## config.mk

```make
export PLATFORM = sky130hd
export DESIGN_NAME = piso_serializer
export DESIGN_NICKNAME = d
export VERILOG_FILES = /design/src/rtl/piso_pkg.sv /design/src/rtl/piso_hold_buf.sv /design/src/rtl/piso_serializer.sv
export SDC_FILE = /design/constraint.sdc
export NUM_CORES = 1
export LEC_CHECK = 0
export CAP_MARGIN = 25
export CORE_MARGIN = 4
export CORE_UTILIZATION = 55
export CTS_BUF_LIST = sky130_fd_sc_hd__clkbuf_8 sky130_fd_sc_hd__clkbuf_16
export DETAILED_ROUTE_END_ITERATION = 16
export PLACE_DENSITY = 0.79
export SETUP_SLACK_MARGIN = 0.05
export SLEW_MARGIN = 20
export SYNTH_ARGS = -nofsm -noshare
export SYNTH_HDL_FRONTEND = slang
export SYNTH_SLANG_ARGS = --single-unit
export TNS_END_PERCENT = 1
```

## constraint.sdc

```tcl
create_clock -name pclk_i -period 4.9 [get_ports pclk_i]
set_clock_uncertainty 0.05 [all_clocks]
set_input_delay 1.225 -clock pclk_i [delete_from_list [all_inputs] [get_ports pclk_i]]
set_output_delay 1.225 -clock pclk_i [all_outputs]
set_load 0.02 [all_outputs]
```

## src/rtl/piso_pkg.sv

```systemverilog
// Shared definitions for the parallel-in/serial-out serializer.
//   state_e       : one-hot FSM encoding (S_IDLE = shifter empty, S_SHIFT = bits presented)
//   DEFAULT_WIDTH : default parallel word width
package piso_pkg;

  localparam int unsigned DEFAULT_WIDTH = 8;

  typedef enum logic [1:0] {
    S_IDLE  = 2'b01,
    S_SHIFT = 2'b10
  } state_e;

endpackage

```

## src/rtl/piso_hold_buf.sv

```systemverilog
// One-entry registered buffer used as the word hold stage in front of the shifter.
//   pclk_i      in   clock, rising edge
//   rst_i       in   asynchronous active-high reset, clears the entry
//   in_valid_i  in   write request
//   in_ready_o  out  entry empty; a write happens on in_valid_i && in_ready_o
//   in_data_i   in   word to store
//   out_valid_o out  entry holds a word
//   out_ready_i in   consumer takes the word; it leaves on out_valid_o && out_ready_i
//   out_data_o  out  stored word
module piso_hold_buf #(
  parameter int unsigned WIDTH = 8
) (
  input  logic             pclk_i,
  input  logic             rst_i,
  input  logic             in_valid_i,
  output logic             in_ready_o,
  input  logic [WIDTH-1:0] in_data_i,
  output logic             out_valid_o,
  input  logic             out_ready_i,
  output logic [WIDTH-1:0] out_data_o
);

  logic             vld_q, vld_d;
  logic [WIDTH-1:0] data_q, data_d;

  assign in_ready_o  = !vld_q;
  assign out_valid_o = vld_q;
  assign out_data_o  = data_q;

  always_comb begin
    vld_d  = vld_q;
    data_d = data_q;
    if (vld_q && out_ready_i) begin
      vld_d = 1'b0;
    end
    if (in_valid_i && !vld_q) begin
      vld_d  = 1'b1;
      data_d = in_data_i;
    end
  end

  always_ff @(posedge pclk_i or posedge rst_i) begin
    if (rst_i) begin
      vld_q  <= 1'b0;
      data_q <= '0;
    end else begin
      vld_q  <= vld_d;
      data_q <= data_d;
    end
  end

endmodule

```

## src/rtl/piso_serializer.sv

```systemverilog
// Parallel-in/serial-out serializer: takes WIDTH-bit words and presents them one
// bit per downstream handshake, flagging the first and last bit of every word.
// A one-entry hold buffer in front of the shift register lets the next word wait
// so back-to-back words leave with no bubble.
//   pclk_i   in   clock, rising edge
//   rst_i    in   asynchronous active-high reset (released synchronously upstream)
//   data_i   in   parallel word
//   valid_i  in   word valid
//   ready_o  out  word can be taken
//   data_o   out  serial bit
//   valid_o  out  serial bit valid
//   sof_o    out  first bit of a word
//   eof_o    out  last bit of a word
//   ready_i  in   downstream takes the bit
//
// Handshakes: a word moves on the rising edge where valid_i && ready_o, a bit
// moves on the rising edge where valid_o && ready_i. Once valid_o is raised the
// presented bit and markers stay stable until that bit is taken. ready_o depends
// only on registers (and rst_i), never on ready_i.
module piso_serializer
  import piso_pkg::*;
#(
  parameter int unsigned WIDTH     = DEFAULT_WIDTH,
  parameter int unsigned LSB_FIRST = 1
) (
  input  logic             pclk_i,
  input  logic             rst_i,
  input  logic [WIDTH-1:0] data_i,
  input  logic             valid_i,
  output logic             ready_o,
  output logic             data_o,
  output logic             valid_o,
  output logic             sof_o,
  output logic             eof_o,
  input  logic             ready_i
);

  localparam int unsigned    CW   = (WIDTH > 1) ? $clog2(WIDTH) : 1;
  localparam logic [CW-1:0]  LAST = CW'(WIDTH - 1);

  state_e           state_q, state_d;
  logic [CW-1:0]    bit_cnt_q, bit_cnt_d;
  logic [WIDTH-1:0] shreg_q, shreg_d;
  logic [CW-1:0]    bit_idx;

  logic             accept;
  logic             shift_vld;
  logic             free;
  logic             hold_in_valid;
  logic             hold_in_ready;
  logic             hold_vld;
  logic [WIDTH-1:0] hold_data;

  assign shift_vld = (state_q == S_SHIFT);
  assign ready_o   = !rst_i && hold_in_ready;
  assign accept    = valid_i && ready_o;
  // The shifter empties on this edge when its last bit is being taken.
  assign free      = shift_vld && ready_i && (bit_cnt_q == LAST);
  // A word only parks in the hold buffer when the shifter is busy and stays busy.
  assign hold_in_valid = accept && shift_vld && !free;

  piso_hold_buf #(.WIDTH(WIDTH)) u_hold (
    .pclk_i      (pclk_i),
    .rst_i       (rst_i),
    .in_valid_i  (hold_in_valid),
    .in_ready_o  (hold_in_ready),
    .in_data_i   (data_i),
    .out_valid_o (hold_vld),
    .out_ready_i (free),
    .out_data_o  (hold_data)
  );

  always_comb begin
    state_d   = state_q;
    bit_cnt_d = bit_cnt_q;
    shreg_d   = shreg_q;
    unique case (state_q)
      S_IDLE: begin
        if (accept) begin
          shreg_d   = data_i;
          bit_cnt_d = '0;
          state_d   = S_SHIFT;
        end
      end
      S_SHIFT: begin
        if (ready_i) begin
          if (bit_cnt_q == LAST) begin
            bit_cnt_d = '0;
            // The held word is older than anything arriving now, so it goes first.
            if (hold_vld) begin
              shreg_d = hold_data;
            end else if (accept) begin
              shreg_d = data_i;
            end else begin
              state_d = S_IDLE;
            end
          end else begin
            bit_cnt_d = bit_cnt_q + CW'(1);
          end
        end
      end
      default: begin
        state_d   = S_IDLE;
        bit_cnt_d = '0;
      end
    endcase
  end

  always_ff @(posedge pclk_i or posedge rst_i) begin
    if (rst_i) begin
      state_q   <= S_IDLE;
      bit_cnt_q <= '0;
      shreg_q   <= '0;
    end else begin
      state_q   <= state_d;
      bit_cnt_q <= bit_cnt_d;
      shreg_q   <= shreg_d;
    end
  end

  // Bit selection is an index mux over a static word, not a physical shift.
  assign bit_idx = (LSB_FIRST != 0) ? bit_cnt_q : (LAST - bit_cnt_q);
  assign valid_o = shift_vld;
  assign data_o  = shift_vld && shreg_q[bit_idx];
  assign sof_o   = shift_vld && (bit_cnt_q == '0);
  assign eof_o   = shift_vld && (bit_cnt_q == LAST);

endmodule

```

==> reports/qor.txt, run 1 <==
Avg WL per Cell: 15.9 um
1st-iter DRT viols: 17
chip height: 53.1 um
Reg2Reg Depth: 5
GRT Total Usage: 0.187
Layout area overhead: 19.3%
Congestion Overflow GR: 0
Fmax achieved: 0.270 GHz
CTS tree: yes
DR vias: 796
Ports: 17
number of global-route vias before repair: 803
WP depth: 3
Slew Limit Headroom: 0.465
CP delay by family, top: buffers and inverters
synth top area cells: dfrtp_1, a22o_1, mux2_2
TNS Setup: 0 ps
Buf/Inv on CP: 2
Final Max Tran Viols: 0
ANT nets after route: 0
die area: 2820 sq um
max incr delay on CP: 620 ps
Worst-Margin Slew: 801 ps
min cycle time layout: 3710 ps
Max Cap Violations: 0
reg2reg setup slack: 3000 ps
layout cells sized above 1: 0.160
RD Place Congestion: 0.716
final WL: 2.11 mm
worst setup margin: 1190 ps
TritonCTS buffer count: 3
Clk pin slew, worst setup/hold paths: 70 ps
Avg Cell Area, Syn: 12.5 sq um
utilization after layout: 0.689
outcome: completed
Clock Sinks: 22
peak supply drop: 0.273 mV
final worst-path cycle share: 0.757
Final Hold Violating Endpoints: 0
crit path launch type: primary input
data arrival time of the worst path: 2430 ps
Starting Density: 0.577
sequential area share after synthesis: 0.492
core area: 1940 sq um
Post-DP HPWL: 1.52 mm
# setup viols final: 0
hold buffers post-CTS: 0
Post-synth top flop: dfrtp_1
complex-gate fraction of the synthesized area: 0.194
n_diodes: 0
maximum number of pins on one net before global-route repair: 23
R2R Path Start: bit_cnt_q[0]$_DFFE_PP0P_
Post-CTS Resized: 0
Root Driver: clkbuf_8
Post-Synth XOR/XNOR Area: 0
H-tree lvl count: 1
via-per-instance ratio: 5.98
synthesized net count: 105
crit path to: ready_o
Most common cell on crit path: clkdlybuf4s50_1
Max clock buf depth: 2
largest family of logic cells by synthesized area: compound AO/OA/AOI/OAI gates
Slowest-stage cell, CP: clkdlybuf4s50_1
multiplexer share of the synthesized area: 0.127
Pre-antenna DRT Iters: 4
pre-CTS setup slack: 1180 ps
async set-reset flop share out of synthesis: 1.00
r2r endpoint: shreg_q[3]$_DFFE_PP0P_
fin nets: 122
library cells used by synthesis: 34
Mapped Cells: 90
Skew-Pair Late Insertion Delay: 260 ps
overall die width: 53.1 um
worst path cell trace: clkdlybuf4s50_1 -> nor2_1 -> clkdlybuf4s50_1
Critical path origin: rst_i
critical path type: primary input to output pin
first-pass GRT wire length: 3.71 mm
Synth Area in Simple Gates: 0.119
post-CTS setup buffer count: 0
Pwr Density: 373 nW/um^2
Synth Cell Area: 1120 sq um
share of the synthesized area in the top cell type: 0.469
Max FO, Critical Path: 3
Min-Delay Path Class: flip-flop to flip-flop
cell taking the most area after synthesis: dfrtp_1
# port buffers: 16
Synth Area in Adders: 0.0335
drt drc: 0
data required time of the critical path: 3620 ps
#FFs+latches synth: 22
CP endpoint kind: output pin
static leakage: 0.590 nW
RSZ-0062 raised after global routing: no
initial antenna violation count: 0
Post-synth EDFFs: 0
Yosys warning count: 0
row count: 16
-- final cells by class --
| cell class | instances | area [sq um] |
|---|---|---|
| fillers | 164 | 604 |
| flip-flops and latches | 22 | 552 |
| multi-input cells | 60 | 532 |
| repair buffers | 16 | 160 |
| clock buffers | 3 | 41.3 |
| well taps | 27 | 33.8 |
| inverters | 4 | 15.0 |
| clock inverters | 1 | 3.75 |
-- cell usage in the layout, fill, tap and decap left out, types with 2 or more instances in the layout --
master           synthesis  final
clkdlybuf4s50_1          0     16
inv_1                    3      4
nand2b_1                 2      2
nor2_1                   4      4
nand2_1                  2      2
ha_1                     3      3
a22o_1                  16     16
and2_1                   2      2
o32ai_1                  2      2
mux2i_1                  3      3
dfrtp_1                 21     21
clkbuf_8                 0      3
mux2_2                   8      8
-- synthesized netlist by cell type, types with 2 or more instances --
| master | instances |
|---|---|
| ha_1 | 3 |
| a22o_1 | 16 |
| o32ai_1 | 2 |
| nand2b_1 | 2 |
| and2_1 | 2 |
| buf_2 | 2 |
| nand2_1 | 2 |
| mux2_2 | 8 |
| inv_1 | 3 |
| nor2_1 | 4 |
| mux2i_1 | 3 |
| dfrtp_1 | 21 |
-- cell families after synthesis --
family          Yosys count
compound gates           26
fa+ha+maj                 3
buf+inv                   8
flops                    22
mux                      12
simple gates             19
-- where the power goes --
part           leakage [nW]  total, W  switching (W)  internal (W)
clock                0.0269  0.000111      0.0000552     0.0000558
combinational         0.285  0.000116      0.0000481     0.0000680
sequential            0.278  0.000272      0.0000366      0.000235
-- per-stage QoR --
stage	hold slack, ps	std cells	cell area, sq um	total power (W)
after floorplan	415	90	1120	0.000350
after global placement	434	129	1290	0.000380
after detailed placement	445	129	1290	0.000388
after CTS	462	133	1340	0.000502
after global routing	473	133	1340	0.000528
final	457	133	1340	0.000499
-- state kept, by name, indices dropped and copies added, names as in the netlist --
| signal | count |
|---|---|
| shreg_q | 8 |
| u_hold.out_data_o | 8 |
| bit_cnt_q | 3 |
| state_q | 2 |
| u_hold.out_valid_o | 1 |
-- per-layer routing --
| layer | share of wire | vias to the layer above | global-route usage |
|---|---|---|---|
| li1 | - | 376 | - |
| met4 | 0.025 | 0 | 0.0851 |
| met3 | 0.065 | 7 | 0.0310 |
| met2 | 0.48 | 38 | 0.295 |
| met5 | 0 | - | 0 |
| met1 | 0.43 | 375 | 0.249 |
-- how the worst min path moves through the flow --
stage,endpoint,start,cells after the start,slack (ps)
2_1_floorplan,shreg_q[3]$_DFFE_PP0P_,shreg_q[3]$_DFFE_PP0P_,1,420
3_3_place_gp,shreg_q[4]$_DFFE_PP0P_,shreg_q[4]$_DFFE_PP0P_,1,430
3_5_place_dp,shreg_q[4]$_DFFE_PP0P_,shreg_q[4]$_DFFE_PP0P_,1,450
4_1_cts,u_hold.out_data_o[3]$_DFFE_PP0P_,u_hold.out_data_o[3]$_DFFE_PP0P_,1,460
5_1_grt,shreg_q[1]$_DFFE_PP0P_,shreg_q[1]$_DFFE_PP0P_,1,470
6_report,u_hold.out_data_o[7]$_DFFE_PP0P_,u_hold.out_data_o[7]$_DFFE_PP0P_,1,460
-- worst reg2reg max path, delay by kind of cell (launching register included) --
kind,cells,cell delay (ps)
compound gates,2,770
fa+ha+maj,2,390
flops,1,480
simple gates,1,150
No activity file was read; power rests on OpenSTA's default activity.
==> inputs of run 2 (changes only) <==
- CORE_UTILIZATION: 55 -> 47
- PLACE_DENSITY: 0.79 -> 0.72
- clock period: 4.9 -> 3.4 ns (I/O delays scaled with it)
==> reports/qor.txt, run 2 (synthesized netlist as in run 1, its figures left out) <==
Pre-antenna DRT Iters: 3 (-1)
Buf/Inv on CP: 2 (unchanged)
Avg WL per Cell: 14.9 um (-6.3%)
drt drc: 0 (unchanged)
Final Hold Violating Endpoints: 0 (unchanged)
CP delay by family, top: buffers and inverters
met1 Track Usage GR: 0.194 (-0.0546)
# setup viols final: 0 (unchanged)
hold buffers post-CTS: 0 (unchanged)
Ports: 17 (unchanged)
max incr delay on CP: 610 ps (about the same)
die area: 3230 sq um (+14%)
via-per-instance ratio: 5.64 (-5.8%)
post-CTS setup buffer count: 0 (unchanged)
Max FO, Critical Path: 3 (unchanged)
Starting Density: 0.502 (-0.0754)
Skew-Pair Late Insertion Delay: 250 ps (about the same)
commonest non-fill, non-tap cell in the layout: dfrtp_1
core area: 2230 sq um (+15%)
ANT nets after route: 0 (unchanged)
Final Max Tran Viols: 0 (unchanged)
RSZ-0062 raised after global routing: no
crit path launch type: primary input
Max clock buf depth: 2 (unchanged)
row count: 17 (+1)
H-tree lvl count: 1 (unchanged)
initial antenna violation count: 0 (unchanged)
1st-iter DRT viols: 10 (-7)
Most Crowded Layer GR: met2
# port buffers: 16 (unchanged)
GRT Total Usage: 0.134 (-0.0526)
Root Driver: clkbuf_8
DP Cell Count: 131 (+1.6%)
first-pass GRT wire length: 3.57 mm (-3.7%)
final worst-path cycle share: 0.868
most frequent cells in the layout: dfrtp_1, a22o_1, clkdlybuf4s50_1, mux2_2, nor2_1
maximum number of pins on one net before global-route repair: 23 (unchanged)
min cycle time layout: 2950 ps
RD Place Congestion: 0.734 (+2.5%)
TritonCTS buffer count: 3 (unchanged)
layout cells sized above 1: 0.178 (+0.0172)
number of global-route vias before repair: 778 (-3.1%)
critical path type: primary input to output pin
Slowest-stage cell, CP: clkdlybuf4s50_1
Pwr Density: 574 nW/um^2 (+54%)
Worst-Margin Slew: 796 ps (-5.43 ps)
DR vias: 761 (-4.4%)
met2 usage: 0.215 (-0.0809)
n_diodes: 0 (unchanged)
Min-Delay Path Class: flip-flop to flip-flop
Global Route met3 Usage: 0.0230 (-0.00800)
fin nets: 123 (+0.82%)
data required time of the critical path: 2500 ps (-1120 ps)
# fillers: 193 (+18%)
outcome: completed
Clock Sinks: 22 (unchanged)
peak supply drop: 0.384 mV (+40%)
CTS tree: yes
overall die width: 56.8 um (+7.0%)
Most common cell on crit path: clkdlybuf4s50_1
Post-DP HPWL: 1.57 mm (+3.5%)
CP endpoint kind: output pin
final WL: 2.01 mm (-4.9%)
data arrival time of the worst path: 2050 ps (-380 ps)
Final Non-Filler Cells: 135 (+1.5%)
Congestion Overflow GR: 0 (unchanged)
Fmax achieved: 0.339 GHz
Clk pin slew, worst setup/hold paths: 80 ps (about the same)
Layout area overhead: 22.4%
Post-CTS Resized: 0 (unchanged)
worst path cell trace: clkdlybuf4s50_1 -> nor2_1 -> clkdlybuf4s50_1
Max Cap Violations: 0 (unchanged)
static leakage: 0.604 nW (+2.4%)
Slew Limit Headroom: 0.469 (+0.00362)
TNS Setup: 0 ps (unchanged)
chip height: 56.8 um (+7.0%)
## run 2: changes by cell type in the layout (fill, tap and decap cells not counted), sizes merged
cell,previous run,this run
bufinv,0,1
inv,5,4
buf,0,1
## run 2: final timing paths
check / startpoint / endpoint / slack [ps] / depth (start not counted)
max in group asynchronous: rst_i / u_hold.out_data_o[1]$_DFFE_PP0P_ / 1700 / 2
setup reg to reg: bit_cnt_q[0]$_DFFE_PP0P_ / shreg_q[7]$_DFFE_PP0P_ / 1550 / 5
min in group asynchronous: rst_i / u_hold.out_valid_o$_DFFE_PP0P_ / 1110 / 2
hold reg to reg: shreg_q[4]$_DFFE_PP0P_ / shreg_q[4]$_DFFE_PP0P_ / 450 / 1
hold / removal: shreg_q[4]$_DFFE_PP0P_ / shreg_q[4]$_DFFE_PP0P_ / 450 / 1
setup / recovery: rst_i / ready_o / 450 / 3
## run 2: routing by layer
layer / vias up / wire (um)
li1: 378 / -
met1: 371 / 1030
met2: 12 / 921
met3: 0 / 60
met4: 0 / 0
met5: - / 0
## run 2: report_power, final
group	internal (W)	switching (W)
logic	0.0000993	0.0000662
registers	0.000339	0.0000494
clock network	0.000157	0.0000779
total	0.000595	0.000193
## run 2: layout make-up
| cell class | count | area, sq um | area share |
|---|---|---|---|
| inverter | 4 | 15.0 | 0.0109 |
| timing repair buffer | 17 | 168 | 0.122 |
| clock buffer | 3 | 41.3 | 0.0301 |
| tap | 28 | 35.0 | 0.0255 |
| clock inverter | 1 | 30.0 | 0.0219 |
| sequential | 22 | 552 | 0.402 |
| multi-input combinational | 60 | 532 | 0.387 |
## run 2: per-stage QoR
step / hold WS, ps / total power [W] / setup slack (ps) / instance area [sq um] / util
final: 453 / 0.000789 / 449 / 1370 / 0.615
after floorplan: 415 / 0.000505 / 980 / 1120 / -
after detailed placement: 444 / 0.000562 / 450 / 1300 / 0.583
after global placement: 434 / 0.000550 / 463 / 1300 / 0.583
after CTS: 462 / 0.000800 / 437 / 1370 / 0.615
after global routing: 466 / 0.000835 / 377 / 1370 / 0.615
## run 2: worst register-to-register path: stages, from the launching register on
cell     delay [ps]
dfrtp_1         480
ha_1            190
ha_1            210
nand2_1         140
o21ai_1         490
a22o_1          240
